<file path="src/rtl/time_set_ctrl.sv">
// HH:MM:SS timekeeper with a two-button set FSM and BCD digit outputs.
// Optional macro TIMER_BLINK_EN enables blinking of the field being edited.

// One two-digit BCD field that wraps from MAX back to 00.
module time_bcd_field #(
  parameter int MAX = 59
) (
  input  logic       clk,
  input  logic       rst,
  input  logic       inc,
  output logic [3:0] tens,
  output logic [3:0] units,
  output logic       at_max
);
  localparam logic [3:0] T_MAX = 4'(MAX / 10);
  localparam logic [3:0] U_MAX = 4'(MAX % 10);

  assign at_max = (tens == T_MAX) && (units == U_MAX);

  always_ff @(posedge clk or posedge rst) begin
    if (rst) begin
      tens  <= '0;
      units <= '0;
    end else if (inc) begin
      if (at_max) begin
        tens  <= '0;
        units <= '0;
      end else if (units == 4'd9) begin
        units <= '0;
        tens  <= tens + 4'd1;
      end else begin
        units <= units + 4'd1;
      end
    end
  end
endmodule

module time_set_ctrl #(
  parameter int TICK_DIV = 100_000_000
) (
  input  logic       clk,
  input  logic       rst,
  input  logic       btn_mode,
  input  logic       btn_inc,
  output logic [3:0] sec0,
  output logic [3:0] sec1,
  output logic [3:0] min0,
  output logic [3:0] min1,
  output logic [3:0] hour0,
  output logic [3:0] hour1,
  output logic       running,
  output logic       sec_tick
);
  localparam int NUM_FLD = 3;  // 0 = sec, 1 = min, 2 = hour
  localparam int PW      = $clog2(TICK_DIV);

  typedef enum logic [1:0] {RUN, SET_HOUR, SET_MIN, SET_SEC} state_t;

  state_t                      state, state_n;
  logic [PW-1:0]               presc;
  logic                        wrap;
  logic                        mode_q, inc_q, mode_p, inc_p, inc_act;
  logic [NUM_FLD-1:0]          fld_inc, at_max, blank;
  logic [NUM_FLD-1:0][3:0]     tens, units;

  // Presses are registered, so an action lands one edge after capture.
  always_ff @(posedge clk or posedge rst) begin
    if (rst) begin
      mode_q <= 1'b0;
      inc_q  <= 1'b0;
      mode_p <= 1'b0;
      inc_p  <= 1'b0;
    end else begin
      mode_q <= btn_mode;
      inc_q  <= btn_inc;
      mode_p <= btn_mode & ~mode_q;
      inc_p  <= btn_inc & ~inc_q;
    end
  end

  always_ff @(posedge clk or posedge rst) begin
    if (rst) state <= RUN;
    else     state <= state_n;
  end

  always_comb begin
    state_n = state;
    if (mode_p) begin
      case (state)
        RUN:      state_n = SET_HOUR;
        SET_HOUR: state_n = SET_MIN;
        SET_MIN:  state_n = SET_SEC;
        default:  state_n = RUN;
      endcase
    end
  end

  assign wrap    = (state == RUN) && (presc == PW'(TICK_DIV - 1));
  assign inc_act = inc_p & ~mode_p;

  // Run-mode carries and set-mode increments never coincide (disjoint states).
  assign fld_inc[0] = wrap | (inc_act && state == SET_SEC);
  assign fld_inc[1] = (wrap & at_max[0]) | (inc_act && state == SET_MIN);
  assign fld_inc[2] = (wrap & at_max[0] & at_max[1]) | (inc_act && state == SET_HOUR);

  for (genvar f = 0; f < NUM_FLD; f++) begin : g_fld
    time_bcd_field #(.MAX(f == 2 ? 23 : 59)) u_fld (
      .clk    (clk),
      .rst    (rst),
      .inc    (fld_inc[f]),
      .tens   (tens[f]),
      .units  (units[f]),
      .at_max (at_max[f])
    );
  end

  // Prescaler only counts while staying in RUN, so the first second after
  // leaving set mode is a full period.
  always_ff @(posedge clk or posedge rst) begin
    if (rst) begin
      presc    <= '0;
      sec_tick <= 1'b0;
      running  <= 1'b1;
    end else begin
      sec_tick <= wrap;
      running  <= (state_n == RUN);
      if (state != RUN || state_n != RUN || wrap) presc <= '0;
      else                                        presc <= presc + PW'(1);
    end
  end

`ifdef TIMER_BLINK_EN
  localparam int HALF = TICK_DIV / 2;
  localparam int BW   = $clog2(HALF);

  logic [BW-1:0] bcnt;
  logic          phase;

  always_ff @(posedge clk or posedge rst) begin
    if (rst) begin
      bcnt  <= '0;
      phase <= 1'b1;
    end else if (state_n == RUN || state_n != state) begin
      bcnt  <= '0;
      phase <= 1'b1;
    end else if (bcnt == BW'(HALF - 1)) begin
      bcnt  <= '0;
      phase <= ~phase;
    end else begin
      bcnt  <= bcnt + BW'(1);
    end
  end

  always_comb begin
    blank = '0;
    if (!phase) begin
      case (state)
        SET_HOUR: blank[2] = 1'b1;
        SET_MIN:  blank[1] = 1'b1;
        SET_SEC:  blank[0] = 1'b1;
        default:  blank    = '0;
      endcase
    end
  end
`else
  assign blank = '0;
`endif

  assign sec0  = blank[0] ? 4'hF : units[0];
  assign sec1  = blank[0] ? 4'hF : tens[0];
  assign min0  = blank[1] ? 4'hF : units[1];
  assign min1  = blank[1] ? 4'hF : tens[1];
  assign hour0 = blank[2] ? 4'hF : units[2];
  assign hour1 = blank[2] ? 4'hF : tens[2];
endmodule
</file>
<file path="config.mk">
export PLATFORM = sky130hd
export DESIGN_NAME = time_set_ctrl
export DESIGN_NICKNAME = d
export VERILOG_FILES = /design/src/rtl/time_set_ctrl.sv
export SDC_FILE = /design/constraint.sdc
export NUM_CORES = 1
export LEC_CHECK = 0
export ABC_AREA = 1
export CAP_MARGIN = 20
export CORE_UTILIZATION = 30
export CTS_BUF_LIST = sky130_fd_sc_hd__clkbuf_8
export CTS_CLUSTER_SIZE = 28
export DETAILED_ROUTE_END_ITERATION = 10
export GPL_TIMING_DRIVEN = 0
export PLACE_DENSITY = 0.56
export REMOVE_ABC_BUFFERS = 1
export SYNTH_ARGS = -nofsm -noshare
export SYNTH_HDL_FRONTEND = slang
export SYNTH_SLANG_ARGS = --single-unit
</file>
<file path="constraint.sdc">
create_clock -name clk -period 1.6 [get_ports clk]
set_input_delay 0.16 -clock clk [delete_from_list [all_inputs] [get_ports clk]]
set_output_delay 0.16 -clock clk [all_outputs]
set_load 0.03 [all_outputs]
</file>
---- Word-level counts from Yosys, hierarchy flattened ----
Index checks and enable logic that the tools add are counted.
W data, S select, Z words.
cells by class
  multipliers ............................. 0
  shift-type cells ........................ 0
  eq/ne operators ......................... 11
  $add $sub $neg .......................... 7
  reductions and logical operators ........ 19
  muxes and demuxes ....................... 15
  div/mod/pow operators ................... 0
  $lt $le $gt $ge ......................... 0
  bitwise gates (word level) .............. 11
operator list
  operator                 count
  $mux W4                  12
  $add A27 B1 Y27 const B  1
  $eq A27 B27 Y1 const B   1
  $mux W27                 1
  $add A4 B1 Y4 const B    6
  $eq A4 B4 Y1 const B     3
  $reduce_bool A2 Y1       5
  $eq A4 B2 Y1 const B     2
  $eq A4 B3 Y1 const B     2
  $logic_and A1 B1 Y1      7
  $pmux W2 S3              1
  $reduce_and A2 Y1        3
  $and A1 B1 Y1            5
  $eq A2 B2 Y1 const B     2
  $logic_not A2 Y1         2
  $not A1 Y1               3
  $or A1 B1 Y1             3
  $eq A2 B1 Y1 const B     1
  $logic_or A1 B1 Y1       2
  $mux W2                  1
storage, ports and cells
  bits of input ports ..................... 4
  word-level logic and storage cells ...... 77
  ROM bits ................................ 0
  memories kept ........................... 0
  latch bits .............................. 0
  memory bits (writable) .................. 0
  register bits ........................... 59

---- Logic depth before layout (Yosys ltp) ----
Gate-level depths: netlist of the first run.
  depth in word-level cells ............... 7
  depth in mapped cells ................... 11
  mapped depth without buffers ............ 11

---- Modules after synthesis ----
From an unflattened synthesis of the first run, not the netlist that was laid out.
second synthesis, totals
  cells, all modules ...................... 460
  area, all modules ....................... 3545.9 µm²
by module, submodules not included
  module                               instances  area an instance (µm²)  seq. area each (µm²)  cells each
  time_set_ctrl                        1          2044.5                  877.1                 283
  time_bcd_field (g_fld[0].u_fld ...)  2          489.2                   200.2                 58
  time_bcd_field (g_fld[2].u_fld)      1          523.0                   200.2                 61

---- Worst setup path before layout of the first run ----
No wires, ideal clock.
  path type ............................... register to register
  start point ............................. reg g_fld[1].u_fld.units[0]
  end point ............................... reg g_fld[2].u_fld.tens[2]
  clock period less this slack ............ 1.665 ns
  cell stages (with the launch flop) ...... 9
  setup time .............................. 0.119 ns
  buffers on the path ..................... 0
  required time ........................... 1.481 ns
  setup slack ............................. -0.065 ns
  arrival time ............................ 1.546 ns
  cells stage by stage .................... dfrtp_1 -> ha_1 -> nand3_1 -> nor2_1 -> nand4_4 -> nand2_4 -> nand2_4 -> nand2_1 -> nand2_1
between the ends
  cells in the longest elaborated chain, start to end .. 5
ends and longest elaborated chain
  element                      line  source
  from (decl)                  12    output logic [3:0] units,
  from (signal assigned)       32    units <= units + 4'd1;
  $eq A4 B4 Y1                 18    assign at_max = (tens == T_MAX) && (units == U_MAX);
  $logic_and A1 B1 Y1          18
  $and A1 B1 Y1                104   assign fld_inc[2] = (wrap & at_max[0] & at_max[1]) | (inc_act && state == SET_HOUR);
  $or A1 B1 Y1                 104
  $reduce_and A2 Y1 (no line)  --
  to (signal assigned)         30    tens <= tens + 4'd1;
  to (decl)                    11    output logic [3:0] tens,
Every way passes these cells.
A chain may end at the register's enable or synchronous reset.

---- Final worst setup path of the first run ----
  start point ............................. reg state[1]
  end point ............................... reg g_fld[0].u_fld.tens[1]
between the ends
  cells in the longest elaborated chain, start to end .. 4
  elaborated cells between the ends (all ways) .. 6
ends and longest elaborated chain
  element                                                  line     source
  from (decl)                                              59       state_t state, state_n;
  from (signal assigned)                                   83       else state <= state_n;
  $eq A2 B2 Y1 / $logic_not A2 Y1 (equally long branches)  102, 98
  $logic_and A1 B1 Y1 (on tied branches)                   102, 98
  $or A1 B1 Y1 *                                           102      assign fld_inc[0] = wrap | (inc_act && state == SET_SEC);
  $reduce_and A2 Y1 (no line) *                            --
  to (signal assigned)                                     30
  to (decl)                                                11
Every way passes the cells marked *; elsewhere a longest branch is shown, timed or not.

==> results by group, run 1 <==
Run status
  – Status: complete, but fails checks
  – Failing checks: negative setup slack

Logic synthesis
  – Count leader, synth: nand2_1
  – Synth Flop Type: dfrtp_1
  – Cells after Synth: 416
  – Post-synth EDFFs: 0
  – Simple logic cell fraction of the synthesized area: 33.3%
  – Synth top area share: 42.3%
  – Async SR Flop Fraction: 100%
  – Xor/xnor cell area share of the yosys netlist: 6.63%
  – Mean Syn Cell Area: 8.25 um2
  – Mux contribution to synthesized area: 0%
  – Most instantiated cells after synthesis: nand2_1 (88), nor2_1 (65), dfrtp_1 (58)
  – Yosys reg bits: 59
  – Largest cells by area after synthesis: dfrtp_1 (42%), nand2_1 (9.6%), nor2_1 (7.1%), ha_1 (6.2%), inv_1 (5.5%)
  – Adder-Cell Fraction of Synth Area: 6.20%
  – Post-synth top area cell: dfrtp_1
  – YS warnings: 0
  – Register area share after synthesis: 43.0%
  – Main combinational cell family by area after synthesis: simple AND/OR/NAND/NOR gates
  – Mapped Area: 0.00343 mm2
  – Compound-Gate Fraction of Synth Area: 4.23%
  – Distinct cells, synth: 31

Route
  – 1st-pass router iterations: 4
  – WL met1: 3500 um
  – Met3 WL: 255 um
  – Drt first-iter violations: 195
  – WL final: 7600 um
  – DRC viols: 0
  – Number of vias per cell: 4.56
  – Vias: 2811
  – Routed wire per std cell: 12.3 um
  – Met2 Wirelength: 3700 um
  – Routed Antenna Nets: 0
  – Top sig layer: met4

Cells and area
  – Nets: 493
  – Diode count: 0
  – Layout overhead on the synthesized area: 28.8%
  – Share of layout cells above drive strength 1: 23.5%
  – Fin area: 0.00442 mm2

Clock network
  – Latest clock arrival within the worst-skew pair: 0.34 ns
  – Maximum buffer depth of the clock tree: 2
  – Total CTS buffers: 9
  – CTS Hold Bufs: 0
  – CTS tree: built
  – Worst-path clk slew: 0.07 ns
  – # clock sinks: 59
  – CTS H-Tree Depth: 3
  – Root Driver: clkbuf_8

Setup path
  – Worst Setup Path Type: reg2reg
  – Worst Path Max Fanout: 7
  – WP data arrival: 1.98 ns
  – Setup crit start kind: register
  – Req. time, crit path: 1.83 ns
  – CP Capture Type: register

STA
  – Hold WS: 0.243 ns
  – Worst-Margin Slew: 0.676 ns
  – Slew margin rel.: 54.9%
  – Final setup violation count: 50
  – PnR worst setup slack: -0.149 ns
  – RSZ-0062 raised after global routing: yes
  – Min Tclk post-route: 1.75 ns
  – Hold Fails Final Rpt: 0
  – Final Max Slew Viols: 0
  – Post-route clock period utilization: 109%
  – Maximum clock frequency: 572 MHz
  – Final clock skew: 0.0105 ns

Floorplan
  – Row count: 38
  – Total die area: 0.0119 mm2
  – Die width: 109 um
  – Die height: 109 um
  – Core box area: 0.0110 mm2
  – # IOs: 30
  – Starting Density: 31.3%

Pwr
  – Pwr Density: 1010 mW/mm2
  – Static leakage: 2.14 nW
  – Max VDD drop: 0.000687 V

Global routing
  – Antenna violations before repair: 0
  – First-pass GRT wire length: 13000 um
  – Remaining Overflow, GRT: 0
  – Largest net degree at the start of global routing: 32
  – Gr usage total: 14.0%
  – Vias in the first global route: 2877

Placement
  – Routability-driven placement congestion ratio: 0.804
  – Placed cell areas: 0.00390 mm2
  – Hpwl dp: 4970 um
  – Port bufs: 29

Run
  – Maxcap violations: 0

Worst hold path
  – Hold WC Path Type: in2async
worst max-delay path, cell delays in order, from the launching register on:
cell	delay, ns
dfrtp_1	0.41
inv_2	0.10
ha_4	0.15
nand2_2	0.05
nor2_2	0.13
nand2_2	0.07
nor2_4	0.20
nand2_4	0.16
nand2_8	0.13
nand2_8	0.09
nand2_2	0.08
o21ai_2	0.05
sequential cells by signal (all words and copies together), names as in the netlist:
| name | count |
|---|---|
| sec_tick | 1 |
| state | 2 |
| inc_p | 1 |
| g_fld.u_fld.units | 12 |
| mode_p | 1 |
| presc | 27 |
| running | 1 |
| g_fld.u_fld.tens | 12 |
| mode_q | 1 |
| inc_q | 1 |
path summary, 6_finish.rpt:
path,slack (ns),end,start,cells after the start
max,-0.15,g_fld[0].u_fld.tens[1],state[1],11
min reg2reg,0.39,mode_p,mode_q,1
max in group asynchronous,0.68,running,rst,3
max reg2reg,-0.15,g_fld[0].u_fld.tens[1],state[1],11
min in group clk,0.29,mode_q,btn_mode,1
min,0.24,presc[12],rst,2
cell families after synthesis:
kind of cell | after synthesis
AND/OR/NAND/NOR | 236
flip-flops | 59
buffers and inverters | 56
XOR/XNOR | 26
AO/OA/AOI/OAI | 22
adder cells (fa/ha/maj) | 17
stage by stage:
step / instances / util [%] / total power, mW / setup TNS [ns] / setup WS (ns)
after floorplan: 414 / - / 2.59 / -2.02 / -0.0648
after global placement: 583 / 35.3 / 2.98 / -83.14 / -1.27
after detailed placement: 584 / 35.5 / 3.01 / -11.20 / -0.349
after CTS: 614 / 39.0 / 4.41 / -1.94 / -0.0928
after global routing: 617 / 40.3 / 4.74 / -9.71 / -0.254
final: 617 / 40.3 / 4.47 / -4.01 / -0.149
report_power, final:
group / switching (mW) / total [mW] / internal [mW]
logic: 0.883 / 1.46 / 0.578
clock network: 0.581 / 1.16 / 0.579
registers: 0.187 / 1.85 / 1.66
routing by layer:
layer  track usage (%)  vias to the layer above
met1              17.4                     1328
li1                  -                     1424
met4              6.56                        0
met5                 0                        -
met3              2.27                       12
met2              23.8                       47
placed cells by master, fill, tap and decap left out, types with 5 or more instances in the layout:
cell and count:
nand2_1 69, dfrtp_1 58, nor2_1 57, inv_1 50, nand3_1 35, dlygate4sd2_1 21
xor2_1 20, nand2_2 18, ha_1 16, buf_4 11, o21ai_2 10, clkbuf_8 10
nor3_1 9, nand2_4 8, nor2_4 7, nor2_2 7, xnor2_1 6, or2_2 5
inv_2 5, nor3_2 5, clkdlybuf4s50_1 5
timing repair:
item	CTS	global route
pin swaps	20	10
buffers inserted	11	2
hold endpoints to repair	0	0
cloned	3	1
resized for setup	56	38
endpoints found under the setup margin	72	54
area by class of cell:
| cell class | count | area, um2 |
|---|---|---|
| Fill cell | 1107 | 6560 |
| Multi-Input combinational cell | 305 | 2000 |
| Sequential cell | 59 | 1480 |
| Timing Repair Buffer | 43 | 397 |
| Inverter | 54 | 213 |
| Tap cell | 140 | 175 |
| Clock buffer | 10 | 138 |
| Clock inverter | 6 | 26.3 |
Power figures use the tool's default switching activity.
==> inputs of run 2 (changes only) <==
CORE_UTILIZATION = 45   (was 30)
PLACE_DENSITY = 0.74   (was 0.56)
==> results by group, run 2 (synthesis gave the netlist of run 1 again) <==
Run status
  – Status: complete, but fails checks (unchanged)
  – Failing checks: negative setup slack (unchanged)

Setup path
  – Worst reg2reg startpoint: state[0] (was state[1])
  – Worst-path cell chain: inv_2 > ha_2 > nor2_2 > nand2_1 > nand2_1 > inv_2 > or2_4 > inv_6 > nand3_4 > nor3b_2 (was inv_2 > ha_4 > nand2_2 > nor2_2 > nand2_2 > nor2_4 > nand2_4 > nand2_8 > nand2_8 > nand2_2 > o21ai_2)
  – WP data arrival: 1.96 ns (was 1.98 ns)
  – Req. time, crit path: 1.87 ns (was 1.83 ns)
  – Slowest stage delay, CP: 0.36 ns (was 0.41 ns)
  – Setup crit start kind: register (unchanged)
  – Worst setup startpoint: state[0] (was state[1])
  – Worst Setup Path Type: reg2reg (unchanged)
  – R2r setup slk: -0.09 ns (was -0.15 ns)
  – Buffer and inverter count on the worst path: 3 (was 1)
  – Critical path's slowest cell: dfrtp_1 (unchanged)
  – Delay-heaviest family, CP: simple AND/OR/NAND/NOR gates (unchanged)
  – Worst Path Max Fanout: 7 (unchanged)
  – CP Capture Type: register (unchanged)

Cells and area
  – Most common cell after layout, fill and taps aside: nand2_1 (unchanged)
  – Nets: 496 (was 493)
  – Biggest regs: presc (27), g_fld.u_fld.tens (12), g_fld.u_fld.units (12) (unchanged)
  – Finished Core Util: 60.4% (was 40.3%)
  – Max reg flops: 27 (unchanged)
  – Layout overhead on the synthesized area: 29.0% (was 28.8%)
  – Diode count: 0 (unchanged)
  – Top reg by flops: presc (unchanged)
  – # fillers: 624 (was 1107)
  – Leading cell types in the layout, fill and taps excluded: nand2_1 (70), nor2_1 (56), dfrtp_1 (56) (was nand2_1 (69), dfrtp_1 (58), nor2_1 (57))
  – Share of layout cells above drive strength 1: 25.6% (was 23.5%)
  – Fin area: 0.00443 mm2 (was 0.00442 mm2)

Pwr
  – Pwr Density: 1020 mW/mm2 (was 1010 mW/mm2)
  – Power, Total: 4.50 mW (was 4.47 mW)
  – Max VDD drop: 0.000666 V (was 0.000687 V)
  – Static leakage: 2.13 nW (was 2.14 nW)

STA
  – Final setup violation count: 48 (was 50)
  – Hold WS: 0.175 ns (was 0.243 ns)
  – RSZ-0062 raised after global routing: yes (unchanged)
  – Slew margin rel.: 65.1% (was 54.9%)
  – Min Tclk post-route: 1.69 ns (was 1.75 ns)
  – Final clock skew: 0.00816 ns (was 0.0105 ns)
  – Hold Fails Final Rpt: 0 (unchanged)
  – Maximum clock frequency: 591 MHz (was 572 MHz)
  – Final Max Slew Viols: 0 (unchanged)
  – Worst-Margin Slew: 0.522 ns (was 0.676 ns)
  – Post-route clock period utilization: 106% (was 109%)
  – PnR worst setup slack: -0.0917 ns (was -0.149 ns)

Global routing
  – Antenna violations before repair: 0 (unchanged)
  – Remaining Overflow, GRT: 0 (unchanged)
  – Gr usage total: 21.1% (was 14.0%)
  – First-pass GRT wire length: 12500 um (was 13000 um)
  – Largest net degree at the start of global routing: 37 (was 32)
  – Vias in the first global route: 2770 (was 2877)

Run
  – Maxcap violations: 0 (unchanged)

Clock network
  – # clock sinks: 59 (unchanged)
  – Total CTS buffers: 9 (unchanged)
  – CTS tree: built (unchanged)
  – Maximum buffer depth of the clock tree: 2 (unchanged)
  – Latest clock arrival within the worst-skew pair: 0.35 ns (was 0.34 ns)
  – Worst-path clk slew: 0.07 ns (about the same)
  – CTS H-Tree Depth: 3 (unchanged)
  – Root Driver: clkbuf_8 (unchanged)

Floorplan
  – Row count: 31 (was 38)
  – Starting Density: 46.8% (was 31.3%)
  – Die width: 89.3 um (was 109 um)
  – # IOs: 30 (unchanged)
  – Die height: 89.3 um (was 109 um)
  – Total die area: 0.00798 mm2 (was 0.0119 mm2)
  – Core box area: 0.00733 mm2 (was 0.0110 mm2)

Route
  – DRC viols: 0 (unchanged)
  – Routed Antenna Nets: 0 (unchanged)
  – WL final: 7740 um (was 7600 um)
  – Drt first-iter violations: 164 (was 195)
  – Routed wire per std cell: 13.4 um (was 12.3 um)
  – 1st-pass router iterations: 4 (unchanged)
  – Vias: 2942 (was 2811)
  – Number of vias per cell: 5.08 (was 4.56)

Placement
  – Placed cell areas: 0.00384 mm2 (was 0.00390 mm2)
  – Hpwl dp: 4930 um (was 4970 um)
  – Routability-driven placement congestion ratio: 0.897 (was 0.804)
  – Port bufs: 29 (unchanged)
  – Place WS: -0.360 ns (was -0.349 ns)

Worst hold path
  – Hold WC Path Type: in2async (unchanged)
## run 2: cell types whose count changed in the layout (fill, tap and decap cells not counted), sizes merged, moves of 2 or more
cell          delta
inv              -2
dlymetal6s2s     -2
buf              +3
clkinv           +2
dlygate4sd2      +3
## run 2: report_power, final
part	internal [mW]	total [mW]	switching [mW]
registers	1.66	1.86	0.199
clock network	0.540	1.14	0.599
logic	0.558	1.50	0.939
total	2.76	4.50	1.74
## run 2: routing by layer
layer	routed length (um)	up-vias	track usage (%)	share of wire, %
li1	-	1439	-	-
met3	330	18	4.52	4.3
met2	3820	83	33.6	49
met5	0	-	0	0
met4	217	0	10.4	2.8
met1	3370	1402	27.2	44
## run 2: area by class of cell
cell class              instances  area [um2]  share of cell area, %
clock buffers                   9         124                   2.80
clock inverters                 7        36.3                  0.819
inverters                      54         210                   4.75
multi-input cells             305        2030                   45.9
flip-flops and latches         59        1480                   33.4
well taps                      99         124                   2.80
repair buffers                 46         423                   9.55
## run 2: final timing paths
kind,endpoint,depth (start not counted)
worst max-delay path,presc[2],10
worst min-delay path,presc[2],2
min in group clk,inc_q,1
worst max register to register,presc[2],10
max in group asynchronous,running,3
worst min register to register,inc_p,1
## run 2: repair_timing
action,4_1_cts,5_1_grt
cloned,4,0
pin swaps,26,13
resized for setup,77,27
setup endpoints to repair,74,52
hold buffers,0,0
setup buffers,10,6
## run 2: through the flow
step / setup TNS (ns) / std cells
detailed placement: -11.44 / 543
global placement: -69.71 / 542
floorplan: -2.02 / 414
finish: -2.13 / 579
global route: -7.93 / 579
CTS: -1.67 / 573
